**config.mk**
```make
export PLATFORM = sky130hd
export DESIGN_NAME = signed_count_decoder_flat
export DESIGN_NICKNAME = d
export VERILOG_FILES = /design/src/rtl/signed_count_decoder_if.sv /design/src/rtl/signed_count_decoder.sv /design/src/flat_wrapper.sv
export SDC_FILE = /design/constraint.sdc
export NUM_CORES = 1
export LEC_CHECK = 0
export BUFFER_PORTS_ARGS = -buffer_cell sky130_fd_sc_hd__clkbuf_2
export CAP_MARGIN = 20
export CORE_ASPECT_RATIO = 1.5
export CORE_MARGIN = 1
export CORE_UTILIZATION = 35
export DETAILED_ROUTE_END_ITERATION = 10
export PLACE_DENSITY = 0.59
export SYNTH_ARGS = -nofsm -noshare
export SYNTH_HDL_FRONTEND = slang
export SYNTH_SLANG_ARGS = --single-unit
```
**constraint.sdc**
```tcl
create_clock -name clk -period 3.4 [get_ports clk]
set_input_delay 0.17 -clock clk [delete_from_list [all_inputs] [get_ports clk]]
set_output_delay 0.17 -clock clk [all_outputs]
set_load 0.02 [all_outputs]
```
**src/rtl/signed_count_decoder_if.sv**
```systemverilog
// Sample/decode bundle between a signed up/down counter tap and its decoder.
// master drives the counter sample and steps; slave returns the decode results.
interface signed_count_decoder_if #(
   parameter int W     = 8,
   parameter int ERR_W = 8
);
   logic [W-1:0]     a;
   logic [W-1:0]     b;
   logic [W-1:0]     q;
   logic             q_valid;
   logic             dec_valid;
   logic             up_det;
   logic             dn_det;
   logic             hold_det;
   logic             err;
   logic             ovf;
   logic             locked;
   logic [ERR_W-1:0] err_count;

   modport master (
      output a, b, q, q_valid,
      input  dec_valid, up_det, dn_det, hold_det, err, ovf, locked, err_count
   );

   modport slave (
      input  a, b, q, q_valid,
      output dec_valid, up_det, dn_det, hold_det, err, ovf, locked, err_count
   );
endinterface

```
**src/rtl/signed_count_decoder.sv**
```systemverilog
// Monitor for a signed up/down counter: classifies each sample step, flags wrap,
// tracks lock and counts errors. DECODE_RESYNC_EN lets FAULT relock like TRACK.
module signed_count_decoder #(
   parameter int W      = 8,
   parameter int LOCK_N = 4,
   parameter int ERR_W  = 8
) (
   input  logic                  clk,
   input  logic                  rst,
   signed_count_decoder_if.slave bus
);
   localparam int RUN_W = $clog2(LOCK_N + 1);

   typedef enum logic [1:0] {PRIME, TRACK, LOCKED, FAULT} state_t;

   state_t           state, state_n;
   logic [RUN_W-1:0] run, run_n, run_inc;
   logic [W-1:0]     q_prev, delta, neg_b;
   logic             decode;
   logic             c_hold, c_up, c_dn, c_err, c_ovf;

   logic             dec_valid_r, up_r, dn_r, hold_r, err_r, ovf_r, locked_c;
   logic [ERR_W-1:0] err_count_r;

   assign delta  = bus.q - q_prev;
   assign neg_b  = '0 - bus.b;
   assign decode = bus.q_valid && (state != PRIME);

   // Priority hold > up > dn, so a == -b resolves as an up step.
   always_comb begin
      c_hold = (delta == '0);
      c_up   = !c_hold && (delta == bus.a);
      c_dn   = !c_hold && !c_up && (delta == neg_b);
      c_err  = !c_hold && !c_up && !c_dn;
      c_ovf  = 1'b0;
      if (c_up)
         c_ovf = (q_prev[W-1] == bus.a[W-1]) && (bus.q[W-1] != q_prev[W-1]);
      else if (c_dn)
         c_ovf = (q_prev[W-1] != bus.b[W-1]) && (bus.q[W-1] != q_prev[W-1]);
   end

   assign run_inc = (run == RUN_W'(LOCK_N)) ? run : run + 1'b1;

   // FSM: state register
   always_ff @(posedge clk) begin
      if (rst) begin
         state <= PRIME;
         run   <= '0;
      end else begin
         state <= state_n;
         run   <= run_n;
      end
   end

   // FSM: next state
   always_comb begin
      state_n = state;
      run_n   = run;
      case (state)
         PRIME: if (bus.q_valid) state_n = TRACK;
`ifdef DECODE_RESYNC_EN
         TRACK, FAULT: if (decode) begin
`else
         TRACK: if (decode) begin
`endif
            if (c_err) begin
               run_n = '0;
            end else begin
               run_n = run_inc;
               if (run_inc == RUN_W'(LOCK_N)) state_n = LOCKED;
            end
         end
         LOCKED: if (decode && c_err) begin
            state_n = FAULT;
            run_n   = '0;
         end
         default: ;
      endcase
   end

   // FSM: outputs
   always_comb locked_c = (state == LOCKED);

   always_ff @(posedge clk) begin
      if (rst) begin
         q_prev      <= '0;
         dec_valid_r <= 1'b0;
         up_r        <= 1'b0;
         dn_r        <= 1'b0;
         hold_r      <= 1'b0;
         err_r       <= 1'b0;
         ovf_r       <= 1'b0;
         err_count_r <= '0;
      end else begin
         dec_valid_r <= decode;
         up_r        <= decode && c_up;
         dn_r        <= decode && c_dn;
         hold_r      <= decode && c_hold;
         err_r       <= decode && c_err;
         ovf_r       <= decode && c_ovf;
         if (bus.q_valid) q_prev <= bus.q;
         if (decode && c_err && (err_count_r != '1)) err_count_r <= err_count_r + 1'b1;
      end
   end

   assign bus.dec_valid = dec_valid_r;
   assign bus.up_det    = up_r;
   assign bus.dn_det    = dn_r;
   assign bus.hold_det  = hold_r;
   assign bus.err       = err_r;
   assign bus.ovf       = ovf_r;
   assign bus.locked    = locked_c;
   assign bus.err_count = err_count_r;
endmodule

```
**src/flat_wrapper.sv**
```systemverilog
// flat-port wrapper written by rule: the top's interface ports become plain ports
module signed_count_decoder_flat 
#(
   parameter int W      = 8,
   parameter int LOCK_N = 4,
   parameter int ERR_W  = 8
)
  (clk, rst, bus_a, bus_b, bus_q, bus_q_valid, bus_dec_valid, bus_up_det, bus_dn_det, bus_hold_det, bus_err, bus_ovf, bus_locked, bus_err_count);
  signed_count_decoder_if #(.W(W), .ERR_W(ERR_W)) bus_i ();
  input  logic clk;
  input  logic rst;
  input wire logic [$bits(bus_i.a)-1:0] bus_a;
  input wire logic [$bits(bus_i.b)-1:0] bus_b;
  input wire logic [$bits(bus_i.q)-1:0] bus_q;
  input wire logic [$bits(bus_i.q_valid)-1:0] bus_q_valid;
  output wire logic [$bits(bus_i.dec_valid)-1:0] bus_dec_valid;
  output wire logic [$bits(bus_i.up_det)-1:0] bus_up_det;
  output wire logic [$bits(bus_i.dn_det)-1:0] bus_dn_det;
  output wire logic [$bits(bus_i.hold_det)-1:0] bus_hold_det;
  output wire logic [$bits(bus_i.err)-1:0] bus_err;
  output wire logic [$bits(bus_i.ovf)-1:0] bus_ovf;
  output wire logic [$bits(bus_i.locked)-1:0] bus_locked;
  output wire logic [$bits(bus_i.err_count)-1:0] bus_err_count;
  assign bus_i.a = bus_a;
  assign bus_i.b = bus_b;
  assign bus_i.q = bus_q;
  assign bus_i.q_valid = bus_q_valid;
  assign bus_dec_valid = bus_i.dec_valid;
  assign bus_up_det = bus_i.up_det;
  assign bus_dn_det = bus_i.dn_det;
  assign bus_hold_det = bus_i.hold_det;
  assign bus_err = bus_i.err;
  assign bus_ovf = bus_i.ovf;
  assign bus_locked = bus_i.locked;
  assign bus_err_count = bus_i.err_count;
  signed_count_decoder #(.W(W), .LOCK_N(LOCK_N), .ERR_W(ERR_W)) u_core (.clk(clk), .rst(rst), .bus(bus_i));
endmodule
```
# [Yosys cells after proc, flatten, opt, wreduce, memory -nomap -nowiden]
# Index checks and enable logic that the tools add are counted.
# W data, S select, Z words.
[word_totals] register_bits=27 in_bits=27 wordCells=65 out_inout_bits=15
[op_classes] add_sub_neg=4 reduce_logical=23 muxes=13 eq_ne=15
[op_table] operator="$eq A8 B8 Y1" n=2
[op_table] operator="$logic_and A1 B1 Y1" n=13
[op_table] operator="$mux W3" n=4
[op_table] operator="$mux W2" n=5
[op_table] operator="$add A8 B1 Y8 const B" n=1
[op_table] operator="$logic_not A8 Y1" n=1
[op_table] operator="$ne A8 B8 Y1 const B" n=1
[op_table] operator="$sub A1 B8 Y8 const A" n=1
[op_table] operator="$sub A8 B8 Y8" n=1
[op_table] operator="$eq A3 B3 Y1 const B" n=2
[op_table] operator="$ne A2 B1 Y1 const B" n=3
[op_table] operator="$pmux W2 S3" n=1
[op_table] operator="$pmux W3 S2" n=1
[op_table] operator="$reduce_and A6 Y1" n=1
[op_table] operator="$ne A2 B2 Y1 const B" n=2
[op_table] operator="$reduce_bool A2 Y1" n=2
[op_table] operator="$add A3 B1 Y3 const B" n=1
[op_table] operator="$logic_not A1 Y1" n=3
[op_table] operator="$reduce_and A3 Y1" n=1
[op_table] operator="$reduce_bool A3 Y1" n=1
[op_table] operator="$eq A2 B1 Y1 const B" n=1
[op_table] operator="$eq A2 B2 Y1 const B" n=1
[op_table] operator="$logic_not A2 Y1" n=1
[op_table] operator="$mux W1" n=2
[op_table] operator="other kinds (2)" n=3

# [Logic depth before layout (Yosys ltp)]
[logic_depth] ltp_word=12 depth_mapped=14 depth_no_buf=12

# [Worst setup path before layout]
# Ideal clock, no wire load.
[synth_path] kind="flip-flop to flip-flop" from="register u_core.q_prev[0]" to="register u_core.err_count_r[5] (netlist: u_core.bus.err_count[5])" setup_ps=121 path_stages_with_launch=13 path_slack_ps=614 arrival_time_ps=2665 path_buffers=1 required_time_ps=3279 synth_period_minus_slack_ps=2786 path_cell_list="dfxtp_1 > ha_1 > inv_1 > fa_1 > a21o_1 > a221oi_2 > xnor2_1 > xnor2_1 > o2111ai_2 > nand3_2 > buf_6 > nor4_1 > mux2_2"
[synth_between] elab_chain_cells=11 word_cells_on_any_way=13 classes_between="add/sub (1); eq/ne (2); reduce/logical (10)"
[synth_lines] item="start, declared" line="signed_count_decoder.sv:18" text="logic [W-1:0] q_prev, delta, neg_b;"
[synth_lines] item="start signal, assigned" line="signed_count_decoder.sv:101" text="if (bus.q_valid) q_prev <= bus.q;"
[synth_lines] item="$sub A8 B8 Y8 (*)" line="signed_count_decoder.sv:25" text="assign delta = bus.q - q_prev;"
[synth_lines] item="$logic_not A8 Y1" line="signed_count_decoder.sv:31" text="c_hold = (delta == '0);"
[synth_lines] item="$logic_not A1 Y1" line="signed_count_decoder.sv:32, signed_count_decoder.sv:33, signed_count_decoder.sv:34"
[synth_lines] item="$logic_and A1 B1 Y1" line="signed_count_decoder.sv:32" text="c_up = !c_hold && (delta == bus.a);"
[synth_lines] item="$logic_not A1 Y1" line="signed_count_decoder.sv:33, signed_count_decoder.sv:34"
[synth_lines] item="$logic_and A1 B1 Y1" line="signed_count_decoder.sv:33, signed_count_decoder.sv:34"
[synth_lines] item="$logic_and A1 B1 Y1" line="signed_count_decoder.sv:33" text="c_dn = !c_hold && !c_up && (delta == neg_b);"
[synth_lines] item="$logic_not A1 Y1" line="signed_count_decoder.sv:34" text="c_err = !c_hold && !c_up && !c_dn;"
[synth_lines] item="$logic_and A1 B1 Y1 (*)" line="signed_count_decoder.sv:34"
[synth_lines] item="$logic_and A1 B1 Y1 (*) (2 in a row)" line="signed_count_decoder.sv:102" text="if (decode && c_err && (err_count_r != '1)) err_count_r <= err_count_r + 1'b1;"
[synth_lines] item="end signal, assigned" line="signed_count_decoder.sv:102"
[synth_lines] item="end, declared" line="signed_count_decoder.sv:23" text="logic [ERR_W-1:0] err_count_r;"
# Mark *: on every way between the ends. The rest lies on a longest branch, timed or not.
# A chain may end at the register's enable or synchronous reset.

# [Final worst setup path]
[layout_path] from="register u_core.q_prev[0]" to="register u_core.state[1]"
[layout_between] elab_chain_cells=12 word_cells_on_any_way=15 classes_between="add/sub (1); eq/ne (4); reduce/logical (10)"
[layout_lines] item="$sub A8 B8 Y8 (*)" line="signed_count_decoder.sv:25"
[layout_lines] item="$logic_not A8 Y1" line="signed_count_decoder.sv:31"
[layout_lines] item="$logic_not A1 Y1" line="signed_count_decoder.sv:32, signed_count_decoder.sv:33, signed_count_decoder.sv:34"
[layout_lines] item="$logic_and A1 B1 Y1" line="signed_count_decoder.sv:32"
[layout_lines] item="$logic_not A1 Y1" line="signed_count_decoder.sv:33, signed_count_decoder.sv:34"
[layout_lines] item="$logic_and A1 B1 Y1" line="signed_count_decoder.sv:33, signed_count_decoder.sv:34"
[layout_lines] item="$logic_and A1 B1 Y1" line="signed_count_decoder.sv:33"
[layout_lines] item="$logic_not A1 Y1" line="signed_count_decoder.sv:34"
[layout_lines] item="$logic_and A1 B1 Y1 (*)" line="signed_count_decoder.sv:34"
[layout_lines] item="$logic_and A1 B1 Y1" line="signed_count_decoder.sv:73" text="LOCKED: if (decode && c_err) begin"
[layout_lines] item="$ne A2 B1 Y1 (no source line)"
[layout_lines] item="$reduce_and A6 Y1 (no source line) (*)"
[layout_lines] item="end signal, assigned" line="signed_count_decoder.sv:50" text="state <= state_n;"
[layout_lines] item="end, declared" line="signed_count_decoder.sv:16" text="state_t state, state_n;"
# Marks and branches as above.

==> metrics <==
number of buffers on the longest clock path 2; number of sinks handled by clock tree synthesis 27; Data required, critical path roughly 3.6 ns; floorplan core area about 6400 sq um; cell accounting for the most synthesized area dfxtp_1; startpoint kind of the worst setup timing path flop; clk_lat worst skew roughly 0.27 ns; Slew HR 0.520; Row Count 36; clock buffer count from CTS 3; outcome complete, no violations; Final Critical Period between 3 and 4 ns; stage delay of the slowest cell on the critical path around 0.4 ns; number of flops mapped to enable cells by yosys 0; chip width 68.6 um; Boundary Pins 42; biggest area contributors in the synthesized netlist dfxtp_1, ha_1, xnor2_1; total power divided by cell area roughly 390 nW/um^2; data arrival time of the critical path 3.28 ns; Final Setup Violations 0; router iterations before antenna repair 4; TritonCTS clock tree yes; Bufs and invs on worst path 1; Fin. Hold Viols 0; post-route cell area about 2700 sq um; yosys warns 0; via count of the first global-routing pass roughly 2k; NumNets Final between 300 and 400; Setup Crit Path Kind flop to flop; Peak supply drop approximately 0.18 mV; Detailed Route Iter0 Violations a little under 100; Area growth, synth to finish 15.3%; Worst setup EP type flop; per-instance average area after synthesis ~8.4 sq um; Ant. Diodes 0; post-route DRC violation count 0; largest net degree at the start of global routing 26; Net Count, Synth about 320; die footprint approximately 7000 sq um; Final Cycle Share 0.912; cells traversed along the worst timing path ha_1 > inv_1 > fa_1 > a21o_1 > a21oi_1 > xnor3_1 > nor3_1 > o211ai_1 > a41oi_1 > mux2i_1 > nand2_1; initial core utilization 0.362; actual slew at the worst max-slew pin between 0.7 and 0.8 ns; drt via density between 5 and 6; number of different library cells in the post-synthesis netlist 58; routed wire length between 5 and 6 mm; antenna violations before repair 0; cell count after placement a little under 400; post-detailed-route wirelength per cell about 14 um; layout cells sized above 1 0.196; number of synthesized register bits 27; worst clock skew on the final layout 0.00263 ns; clock slew at reported path FFs ~0.10 ns; DP Wirelength around 4.3 mm; async set or reset register ratio after synthesis 0; static leakage 1.15 nW; Overflow after GRT 0; RSZ-0062 raised after global routing false; share of the yosys chip area belonging to registers 0.232; category of cells accounting for the largest share of critical-path delay compound AO/OA/AOI/OAI gates; Final ANT Viol Nets 0; count of mapped cells out of synthesis between 200 and 300; most frequently used flop master after synthesis dfxtp_1; number of standard cells in the layout, taps in and fillers out 393; die height slightly above 100 um; critical-path maximum fanout 3; Clk Tree Root Cell clkbuf_8; accumulated negative setup slack 0 ns; GRT Resource Usage Total 0.167; GP Congestion around 0.8; portion of synthesized cell area occupied by the leading cell type 0.232; max-slew violation count 0; slowest stage cell, crit path a41oi_1; H-Tree Depth 1; netlist area before placement ~2300 sq um; first-pass GRT wire length ~9.0 mm; class of the most critical hold timing path input pin to flop; number of buffer cells added on primary ports 41; Vias 2,160; max frequency 0.322 GHz; DP Area 2620 sq um; number of max-cap violations 0
## report_power, final
group	internal, W	leakage (nW)	switching [W]
clock	0.0000832	0.0217	0.000107
sequential	0.000343	0.220	0.0000272
combinational	0.000198	0.911	0.000281
total	0.000624	1.15	0.000415
## synthesized netlist by cell type, drive strengths merged (2+ instances only)
cell and n:
a2111oi 3, a211o 2, a21o 5, a21oi 19
a221oi 2, a31oi 2, a32oi 2, a41oi 2
and2 2, and3 4, buf 2, clkbuf 6
dfxtp 27, ha 17, inv 20, mux2 2
mux2i 10, nand2 14, nand2b 2, nand3 9
nand3b 3, nand4 3, nor2 24, nor2b 7
nor3 8, nor3b 4, nor4 7, o2111a 2
o2111ai 3, o211ai 3, o21ai 10, o31ai 5
or3 4, or4 4, xnor2 13, xnor3 5
xor2 6
## flip-flops by register name (all words and copies together), names as in the netlist
signal,flops
u_core.bus.up_det,1
u_core.run,3
u_core.bus.ovf,1
u_core.bus.dec_valid,1
u_core.bus.hold_det,1
u_core.q_prev,8
u_core.bus.err_count,8
u_core.state,2
u_core.bus.err,1
u_core.bus.dn_det,1
## final cells by class
cell class	instances	area [sq um]
sequential	27	541
timing repair buffer	45	235
inverter	20	75.1
clock inverter	1	7.51
fill	673	3750
clock buffer	3	41.3
multi-input combinational	221	1690
tap	76	95.1
## layer usage
metal	share of wire	up-vias	wire (um)	global-route usage
met5	0	-	0	0
met4	0.0099	0	53	0.0513
met3	0.034	4	180	0.0179
met2	0.53	33	2830	0.311
met1	0.43	1025	2290	0.191
li1	-	1098	-	-
## worst reg2reg max path: stages, from the launching register on
cell,delay (ns)
dfxtp_1,0.37
ha_1,0.15
inv_1,0.04
fa_1,0.40
a21o_1,0.20
a21oi_1,0.33
xnor3_1,0.29
nor3_1,0.28
o211ai_1,0.24
a41oi_1,0.41
mux2i_1,0.23
nand2_1,0.07
## path summary, 6_finish.rpt
check                           cells past startpoint             start  slack (ns)                to
worst min register to register                      2  u_core.q_prev[2]        0.50  u_core.q_prev[2]
worst max register to register                     11  u_core.q_prev[0]        0.30   u_core.state[1]
worst min-delay path                                3          bus_q[0]        0.15  u_core.q_prev[0]
worst max-delay path                               11  u_core.q_prev[0]        0.30   u_core.state[1]
## layout by cell type, fill, tap and decap left out, types with 5 or more instances in the layout
| master | synthesis | final |
|---|---|---|
| clkbuf_2 | 1 | 41 |
| dfxtp_1 | 27 | 27 |
| nor2_1 | 24 | 24 |
| inv_1 | 20 | 20 |
| a21oi_1 | 19 | 18 |
| ha_1 | 17 | 17 |
| nand2_1 | 14 | 14 |
| xnor2_1 | 13 | 13 |
| mux2i_1 | 10 | 10 |
| o21ai_0 | 9 | 9 |
| nand3_1 | 8 | 8 |
| nor3_1 | 8 | 8 |
| nor2b_1 | 7 | 7 |
| xor2_1 | 6 | 6 |
| a21o_1 | 5 | 5 |
| xnor3_1 | 5 | 5 |
| nor4_1 | 6 | 5 |
| o31ai_1 | 5 | 5 |
## through the flow
| step | util | worst slack (ns) | total power, W | hold slack, ns |
|---|---|---|---|---|
| 6_report | 0.417 | 0.298 | 0.00104 | 0.151 |
| 5_1_grt | 0.417 | 0.0413 | 0.00111 | 0.173 |
| 4_1_cts | 0.414 | 0.175 | 0.00105 | 0.150 |
| 3_5_place_dp | 0.407 | 0.232 | 0.000854 | 0.450 |
| 3_3_place_gp | 0.407 | 0.268 | 0.000850 | 0.428 |
| 2_1_floorplan | - | 0.614 | 0.000731 | 0.296 |
## cells by family (layout without fill, tap and decap cells)
logic type      Yosys count  after routing  synth area share
mux                      12             12            0.0526
xor+xnor                 24             24             0.120
flops                    27             27             0.232
fa+ha+maj                18             18            0.0999
compound gates           69             69             0.214
buf+inv                  28             69            0.0494
simple gates             98             98             0.232
## what timing repair did
| action | CTS | global route |
|---|---|---|
| gates resized for setup | 0 | 3 |
| hold buffers | 0 | 0 |
| setup buffers | 0 | 0 |
| endpoints found under the hold margin | 0 | 0 |
| setup endpoints to repair | 0 | 9 |
Note: power is estimated with default switching activity, not from simulation.
